==> src/rtl/lsu_pkg.sv <==
// Shared types and constants for the load/store unit.
package lsu_pkg;

   // funct3 width/sign codes
   localparam logic [2:0] F3_B  = 3'b000;
   localparam logic [2:0] F3_H  = 3'b001;
   localparam logic [2:0] F3_W  = 3'b010;
   localparam logic [2:0] F3_BU = 3'b100;
   localparam logic [2:0] F3_HU = 3'b101;

   // byte enables
   localparam logic [3:0] BE_B0   = 4'b0001;
   localparam logic [3:0] BE_LO_H = 4'b0011;
   localparam logic [3:0] BE_HI_H = 4'b1100;
   localparam logic [3:0] BE_W    = 4'b1111;

   typedef enum logic [1:0] {IDLE, REQ, WAIT_R, DONE} lsu_state_e;

   // access fields latched in IDLE and held for the whole transaction
   typedef struct packed {
      logic        we;
      logic [3:0]  be;
      logic [31:0] addr;
      logic [31:0] wdata;
      logic [2:0]  funct3;
      logic [1:0]  off;
   } lsu_req_t;

endpackage

==> src/rtl/lsu_load_align.sv <==
// Load lane select plus sign/zero extension (purely combinational).
module lsu_load_align
   import lsu_pkg::*;
(
   input  logic [31:0] word,
   input  logic [1:0]  off,
   input  logic [2:0]  funct3,
   output logic [31:0] result
);

   logic [7:0]  lane_b;
   logic [15:0] lane_h;

   // pick the addressed byte/halfword, then extend by funct3
   always_comb begin
      lane_b = word[{off, 3'b000} +: 8];
      lane_h = off[1] ? word[31:16] : word[15:0];
      case (funct3)
         F3_B:    result = {{24{lane_b[7]}}, lane_b};
         F3_H:    result = {{16{lane_h[15]}}, lane_h};
         F3_BU:   result = {24'b0, lane_b};
         F3_HU:   result = {16'b0, lane_h};
         default: result = word;
      endcase
   end

endmodule

==> src/rtl/load_store_unit.sv <==
// Core-side data-memory access unit: lane steering, req/gnt/rvalid handshake,
// core stall and fault reporting (illegal/misaligned access, timeout).
module load_store_unit
   import lsu_pkg::*;
#(
   parameter int unsigned TIMEOUT = 255
) (
   input  logic        clk,
   input  logic        rst_n,
   input  logic        mem_read_i,
   input  logic        mem_write_i,
   input  logic [2:0]  funct3_i,
   input  logic [31:0] addr_i,
   input  logic [31:0] wdata_i,
   output logic [31:0] rdata_o,
   output logic        stall_o,
   output logic        fault_o,
   output logic        dmem_req_o,
   output logic        dmem_we_o,
   output logic [31:0] dmem_addr_o,
   output logic [3:0]  dmem_be_o,
   output logic [31:0] dmem_wdata_o,
   input  logic        dmem_gnt_i,
   input  logic        dmem_rvalid_i,
   input  logic [31:0] dmem_rdata_i
);

   localparam int CW = 16;

   lsu_state_e    state, state_nxt;
   lsu_req_t      req_q, req_d;
   logic [CW-1:0] cnt;
   logic          to_q;        // current access ended by timeout
   logic          access, f3_ok, aligned, legal, illegal, timeout_hit;
   logic [31:0]   ld_result;

   lsu_load_align u_align (
      .word   (dmem_rdata_i),
      .off    (req_q.off),
      .funct3 (req_q.funct3),
      .result (ld_result)
   );

   // decode the incoming access: legality and store lane steering
   always_comb begin
      access = mem_read_i | mem_write_i;
      if (mem_write_i) f3_ok = funct3_i inside {F3_B, F3_H, F3_W};
      else             f3_ok = funct3_i inside {F3_B, F3_H, F3_W, F3_BU, F3_HU};
      case (funct3_i[1:0])
         2'b01:   aligned = ~addr_i[0];
         2'b10:   aligned = (addr_i[1:0] == 2'b00);
         default: aligned = 1'b1;
      endcase
      legal   = access & f3_ok & aligned;
      illegal = access & ~(f3_ok & aligned);

      req_d.we     = mem_write_i;   // read+write together is a store
      req_d.addr   = {addr_i[31:2], 2'b00};
      req_d.funct3 = funct3_i;
      req_d.off    = addr_i[1:0];
      req_d.be     = BE_W;
      req_d.wdata  = '0;
      if (mem_write_i) begin
         case (funct3_i[1:0])
            2'b00: begin
               req_d.be    = BE_B0 << addr_i[1:0];
               req_d.wdata = {4{wdata_i[7:0]}};
            end
            2'b01: begin
               req_d.be    = addr_i[1] ? BE_HI_H : BE_LO_H;
               req_d.wdata = {2{wdata_i[15:0]}};
            end
            default: req_d.wdata = wdata_i;
         endcase
      end
   end

   assign timeout_hit = (cnt == CW'(TIMEOUT - 1));

   // state register
   always_ff @(posedge clk or negedge rst_n) begin
      if (!rst_n) state <= IDLE;
      else        state <= state_nxt;
   end

   // next state; DONE never looks at the inputs so the retiring
   // instruction cannot start a second access
   always_comb begin
      state_nxt = state;
      case (state)
         IDLE:    if (legal) state_nxt = REQ;
         REQ:     if (dmem_gnt_i) state_nxt = req_q.we ? DONE : WAIT_R;
                  else if (timeout_hit) state_nxt = DONE;
         WAIT_R:  if (dmem_rvalid_i || timeout_hit) state_nxt = DONE;
         default: state_nxt = IDLE;
      endcase
   end

   // latched request, timeout counter and load result
   always_ff @(posedge clk or negedge rst_n) begin
      if (!rst_n) begin
         req_q   <= '0;
         cnt     <= '0;
         to_q    <= 1'b0;
         rdata_o <= '0;
      end else begin
         case (state)
            IDLE: if (legal) begin
               req_q <= req_d;
               cnt   <= '0;
               to_q  <= 1'b0;
            end
            REQ: begin
               if (dmem_gnt_i) cnt <= '0;
               else if (timeout_hit) begin
                  to_q    <= 1'b1;
                  rdata_o <= '0;
               end else cnt <= cnt + 1'b1;
            end
            WAIT_R: begin
               if (dmem_rvalid_i) rdata_o <= ld_result;
               else if (timeout_hit) begin
                  to_q    <= 1'b1;
                  rdata_o <= '0;
               end else cnt <= cnt + 1'b1;
            end
            default: begin
               to_q <= 1'b0;
               cnt  <= '0;
            end
         endcase
      end
   end

   // stall/fault depend on live inputs in IDLE, so gate them with reset
   // to keep them low while the unit is held in reset
   assign stall_o = rst_n & ((state == IDLE && legal) || state == REQ || state == WAIT_R);
   assign fault_o = rst_n & ((state == IDLE && illegal) || (state == DONE && to_q));

   assign dmem_req_o   = (state == REQ);
   assign dmem_we_o    = req_q.we;
   assign dmem_addr_o  = req_q.addr;
   assign dmem_be_o    = req_q.be;
   assign dmem_wdata_o = req_q.wdata;

endmodule

==> config.mk <==
export PLATFORM = sky130hd
export DESIGN_NAME = load_store_unit
export DESIGN_NICKNAME = d
export VERILOG_FILES = /design/src/rtl/lsu_pkg.sv /design/src/rtl/lsu_load_align.sv /design/src/rtl/load_store_unit.sv
export SDC_FILE = /design/constraint.sdc
export NUM_CORES = 1
export LEC_CHECK = 0
export ABC_AREA = 0
export BUFFER_PORTS_ARGS = -buffer_cell sky130_fd_sc_hd__buf_4
export CAP_MARGIN = 25
export CORE_ASPECT_RATIO = 1.2
export CORE_UTILIZATION = 56
export DETAILED_ROUTE_END_ITERATION = 10
export GPL_TIMING_DRIVEN = 0
export PLACE_DENSITY_LB_ADDON = 0.3
export RECOVER_POWER = 25
export SYNTH_ARGS = -nofsm -noshare
export SYNTH_HDL_FRONTEND = slang
export SYNTH_HIERARCHICAL = 1
export SYNTH_SLANG_ARGS = --single-unit
==> constraint.sdc <==
create_clock -name clk -period 3.7 [get_ports clk]
set_clock_uncertainty 0.1 [all_clocks]
set_input_delay 0.185 -clock clk [delete_from_list [all_inputs] [get_ports clk]]
set_output_delay 0.185 -clock clk [all_outputs]
set_load 0.02 [all_outputs]
Word-level counts from Yosys, hierarchy flattened

Cells that the tools add are included.

Eq/ne operators: 18
Shift operators: 2
Bitwise gates (word level): 9
Mux-type cells: 29
Reductions and logical operators: 20
Add/sub/neg operators: 1

Operator list:

| cell                                            | number |
|---|---|
| 2-to-1 mux 32 bit                               | 4 |
| case mux 32 bit (2 select lines)                | 2 |
| case mux 32 bit (4 select lines)                | 1 |
| 2-to-1 mux 16 bit                               | 5 |
| case mux 16 bit (3 select lines)                | 1 |
| variable part select 32 x 6 -> 8 bit            | 1 |
| adder 16 x 1 -> 16 bit (second input constant)  | 1 |
| == test 16 x 8 -> 1 bit (second input constant) | 1 |
| == test 3 bit (second input constant)           | 4 |
| 2-to-1 mux 2 bit                                | 4 |
| 2-to-1 mux 4 bit                                | 2 |
| != test 2 bit (second input constant)           | 4 |
| case mux 4 bit (2 select lines)                 | 1 |
| AND 1 bit                                       | 6 |
| == test 2 bit (second input constant)           | 3 |
| == test 3 x 1 -> 1 bit (second input constant)  | 2 |
| zero test 2 bit                                 | 3 |
| zero test 3 bit                                 | 2 |
| 2-to-1 mux 1 bit                                | 6 |
| case mux 2 bit (3 select lines)                 | 1 |
| AND reduction 2 bit                             | 3 |
| AND reduction 3 bit                             | 2 |
| nonzero test 5 bit                              | 1 |
| == test 2 x 1 -> 1 bit (second input constant)  | 2 |
| other kinds (11)                                | 17 |

Output and inout bits: 104
Bits of input ports: 105
Bits in registers: 123

Logic depth before layout (Yosys ltp)

Word-level depth: 9
Mapped depth: 10
Depth with buffers taken out: 7

By module

The synthesis kept the hierarchy.

By module, submodules not included:

| module          | seq. area each (sq um) | cells each | times used | area an instance (sq um) |
|---|---|---|---|---|
| load_store_unit | 3,078.0                | 660        | 1          | 6,188.4 |
| lsu_load_align  | 0.0                    | 118        | 1          | 760.7 |

Least setup slack after synthesis

No wires, ideal clock.

Path kind: register to register
From: register state[1]
To: register cnt[12]
Required time: 3.467 ns
Stages on the path, launching flop included: 9
Slack: 1.675 ns
Period minus slack after synthesis: 2.025 ns
Arrival: 1.792 ns
Cells stage by stage: dfrtp_1 -> inv_1 -> ha_1 -> nor2b_1 -> o21ai_1 -> clkbuf_1 -> nor2_1 -> o31ai_1 -> o21ai_0

Elaborated cells on any way between the ends: 7
Those cells by class: 4 x eq/ne; 1 x mux; 2 x reduce/logical

RTL lines:

| item                             | RTL line               | RTL |
|---|---|---|
| from (decl)                      | load_store_unit.sv:30  | `lsu_state_e state, state_nxt;` |
| from (signal assigned)           | load_store_unit.sv:83  | `else state <= state_nxt;` |
| == test 2 x 1 -> 1 bit           | -                      |  |
| named net dmem_req_o             | load_store_unit.sv:18  | `output logic dmem_req_o,` |
| case mux 16 bit (3 select lines) | load_store_unit.sv:107 | `case (state)` |
| to (signal assigned)             | load_store_unit.sv:118 | `end else cnt <= cnt + 1'b1;` |
| to (signal assigned)             | load_store_unit.sv:125 | `end else cnt <= cnt + 1'b1;` |
| to (decl)                        | load_store_unit.sv:32  | `logic [CW-1:0] cnt;` |

The timed path passes the listed nets, and every way through them passes these cells.
A chain may end at the register's enable or synchronous reset.

Worst setup path in the final report

From: input port addr_i[0]
To: output port stall_o

Word-level cells in the longest chain between the ends: 7
Elaborated cells on any way between the ends: 8
Those cells by class: 1 x mux; 3 x bitwise; 4 x reduce/logical

Ends and longest elaborated chain:

| item                                                     | RTL line                                     | RTL |
|---|---|---|
| from (decl)                                              | load_store_unit.sv:13                        | `input logic [31:0] addr_i,` |
| zero test 2 bit / inverter 1 bit (equally long branches) | load_store_unit.sv:51, load_store_unit.sv:50 |  |
| case mux 1 bit (2 select lines) *                        | load_store_unit.sv:49                        | `case (funct3_i[1:0])` |
| AND 1 bit *                                              | load_store_unit.sv:54                        | `legal = access & f3_ok & aligned;` |
| logical AND 1 bit *                                      | load_store_unit.sv:137                       | `assign stall_o = rst_n & ((state == IDLE && legal) \|\| state == REQ \|\| state == WAIT_R);` |
| logical OR 1 bit * (2 in a row)                          | load_store_unit.sv:137                       |  |
| AND 1 bit *                                              | load_store_unit.sv:137                       |  |
| to (decl)                                                | load_store_unit.sv:16                        | `output logic stall_o,` |

Every way passes the cells marked *; elsewhere a longest branch is shown, timed or not.

==> impl_metrics.toml <==
[run_status]
status = "finished with violations"
violations = "max-capacitance violations, max-slew violations"

[pwr]
p_per_area_nw_per_um2 = 834
peakVddDrop_mv = 0.516
power_w = 0.00814
p_leak_nw = 5.16

[floorplanning]
die_x_um = 104
io_pins = 209
rows = 44
core-area_um2 = 12100
die_y_um = 124
initial_core_util_pct = 57.4
die_area_um2 = 12900

[detailed_routing]
drtPass1Iterations = 5
routed_wl_um = 21200
drt_iter0_markers = 499
ant_nets = 0
wl_per_cell_um = 17.4
viasPerCell = 5.60
num_vias = 6840
route.detailed.drc = 0

[logic_synthesis]
ys_ff_latch = 123
synth_most_common_cell = "nand2_1"
yosysWarnings = 6
synth_area_um2 = 6950
yosys-top-cells-area = "dfrtp_1 (44%), nand2_1 (12%), buf_4 (7.7%)"
synth_commonest_cells = "nand2_1 (223), dfrtp_1 (123), buf_4 (71), nand3_1 (57), a22o_1 (40)"
synth_ff_type = "dfrtp_1"
synth-async-reset-ratio_pct = 100
synth_area_leader_cell = "dfrtp_1"
synth_cell_type_count = 58
synth_top_area_share_pct = 44.3
postSynthCellCount = 778
synth.avg_cell_area_um2 = 8.93
synth-edff-count = 0
ys_seq_area_share_pct = 44.3

[clocking]
clock_sinks = 123
htree_levels = 4
tritoncts = "built"
cts_setup_buffers = 0
path_clk_slew_ns = 0.06
clk_path_buf_depth = 2
cts_buffers = 17
clk_latency_ns = 0.41
cts_root_buf = "clkbuf_16"

[timing]
tns_ns = 0
relSlewSlack_pct = -18.8
worst_slew_pin_slew_ns = 1.78
finalHoldViolations = 0
max_freq_mhz = 388
finalCritPeriodShare_pct = 69.6
setup_viol_count_final = 0
rsz0062_at_grt = "false"
final_max_slew_viol_count = 74
fin_hold_ws_ns = 0.00550
min_period_ns = 2.57

[global_routing]
top_usage_layer = "met2"
use_met2_pct = 57.8
grt_pass1_vias = 6580
use_met3_pct = 6.23
grt_pass1_wl_um = 33200
grtUsageMet1_pct = 41.4
track_usage_pct = 33.3
grt_remaining_overflow = 0
grt_max_degree = 74
antenna_found_initial = 0

[setup_path]
cp_max_fo = 10
end_kind = "output pin"
cpMostUsedCell = "buf_4"
arrival_ns = 2.29
slowest_stage = "dlygate4sd3_1"
cp.required_ns = 3.41
critical-path-top-delay-family = "buffers and inverters"
worstPathCellList = "dlygate4sd3_1, buf_4, o311ai_2, and4_1, buf_2, buf_4, o31a_1, buf_4"
cp_num_buf_inv = 5
cp-start-kind = "input pin"
slowest_delay_ns = 0.55
critPathKind = "input pin to output pin"

[place]
port_buffers = 205
dp_hpwl_um = 14500
gp_congestion = 0.946
place_inst = 1146

[finish]
finalCoreUtilization_pct = 80.6
drive_above_1_share_pct = 33.9
insertedDiodeCount = 0
final_nets = 1161
final_cells = 1221
area_delta_synth_final_pct = 40.4

[worst_hold_path]
hp-class = "input pin to register"

[run]
max-cap-violations = 1
area by class of cell:
type                       count  area, µm²
sequential                   123       3080
multi-input combinational    523       3030
fill                         776       2350
timing repair buffer         249       1980
buffer                       116        777
clock buffer                  17        425
clock inverter                15        201
tap                          161        201
inverter                      17       63.8
stage by stage:
stage / setup WS [ns] / area, µm²
2_1_floorplan: 1.67 / 6950
3_3_place_gp: 1.38 / 8690
3_5_place_dp: 1.26 / 8720
4_1_cts: 1.15 / 9780
5_1_grt: 0.803 / 9760
6_report: 1.13 / 9760
cell families (layout without fill, tap and decap cells):
kind of cell | count (synthesis) | after routing | synth area share [%]
AND/OR/NAND/NOR | 344 | 344 | 22.3
AO/OA/AOI/OAI | 142 | 142 | 15.4
buffers and inverters | 133 | 414 | 12.1
flip-flops | 123 | 123 | 44.3
multiplexers | 26 | 26 | 4.14
adder cells (fa/ha/maj) | 9 | 9 | 1.62
other | 1 | 2 | 0.0540
flip-flops by register name, summed over array words and instances, names as in the netlist:
signal / cells
dmem_wdata_o: 32
rdata_o: 32
dmem_addr_o: 30
cnt: 16
req_q: 5
dmem_be_o: 4
state: 2
dmem_we_o: 1
to_q: 1
power by group:
part           internal [W]  total, W  switching, W
registers           0.00189   0.00224      0.000358
logic               0.00191   0.00413       0.00222
clock network       0.00109   0.00177      0.000682
total               0.00489   0.00814       0.00326
what timing repair did:
action | in CTS | in global routing
setup endpoints to repair | 0 | 0
hold buffers | 43 | 0
resized for setup | 0 | 0
hold endpoints to repair | 92 | 0
routing by layer:
layer / routed length (µm) / share of wire, %
met5: 0 / 0
met4: 718 / 3.4
met3: 1320 / 6.2
met2: 10800 / 51
met1: 8410 / 40
tightest hold or removal path: stages:
cell     delay, ns
buf_4         0.08
nand2_1       0.04
nand2_1       0.06
nand3_1       0.07
nand2_1       0.05
path summary, 6_finish.rpt:
kind / from / end / slack (ns) / cells after the start
setup / recovery: addr_i[0] / stall_o / 1.13 / 8
hold / removal: wdata_i[27] / dmem_wdata_o[27]$_DFFE_PN0P_ / 0.005 / 5
setup reg to reg: state[1]$_DFFE_PN0P_ / cnt[8]$_DFFE_PN0P_ / 1.19 / 8
hold reg to reg: dmem_wdata_o[1]$_DFFE_PN0P_ / dmem_wdata_o[1]$_DFFE_PN0P_ / 0.37 / 2
max in group asynchronous: rst_n / cnt[7]$_DFFE_PN0P_ / 1.24 / 3
min in group asynchronous: rst_n / rdata_o[10]$_DFFE_PN0P_ / 0.16 / 2
cell usage in the layout, fill, tap and decap left out, types with 17 or more instances in the layout:
master	instances
a21oi_1	20
a22o_1	40
buf_2	18
buf_4	275
clkbuf_16	17
dfrtp_1	123
dlygate4sd3_1	43
inv_1	17
nand2_1	223
nand3_1	57
o31ai_1	17
No activity file was read; power rests on OpenSTA's default activity.
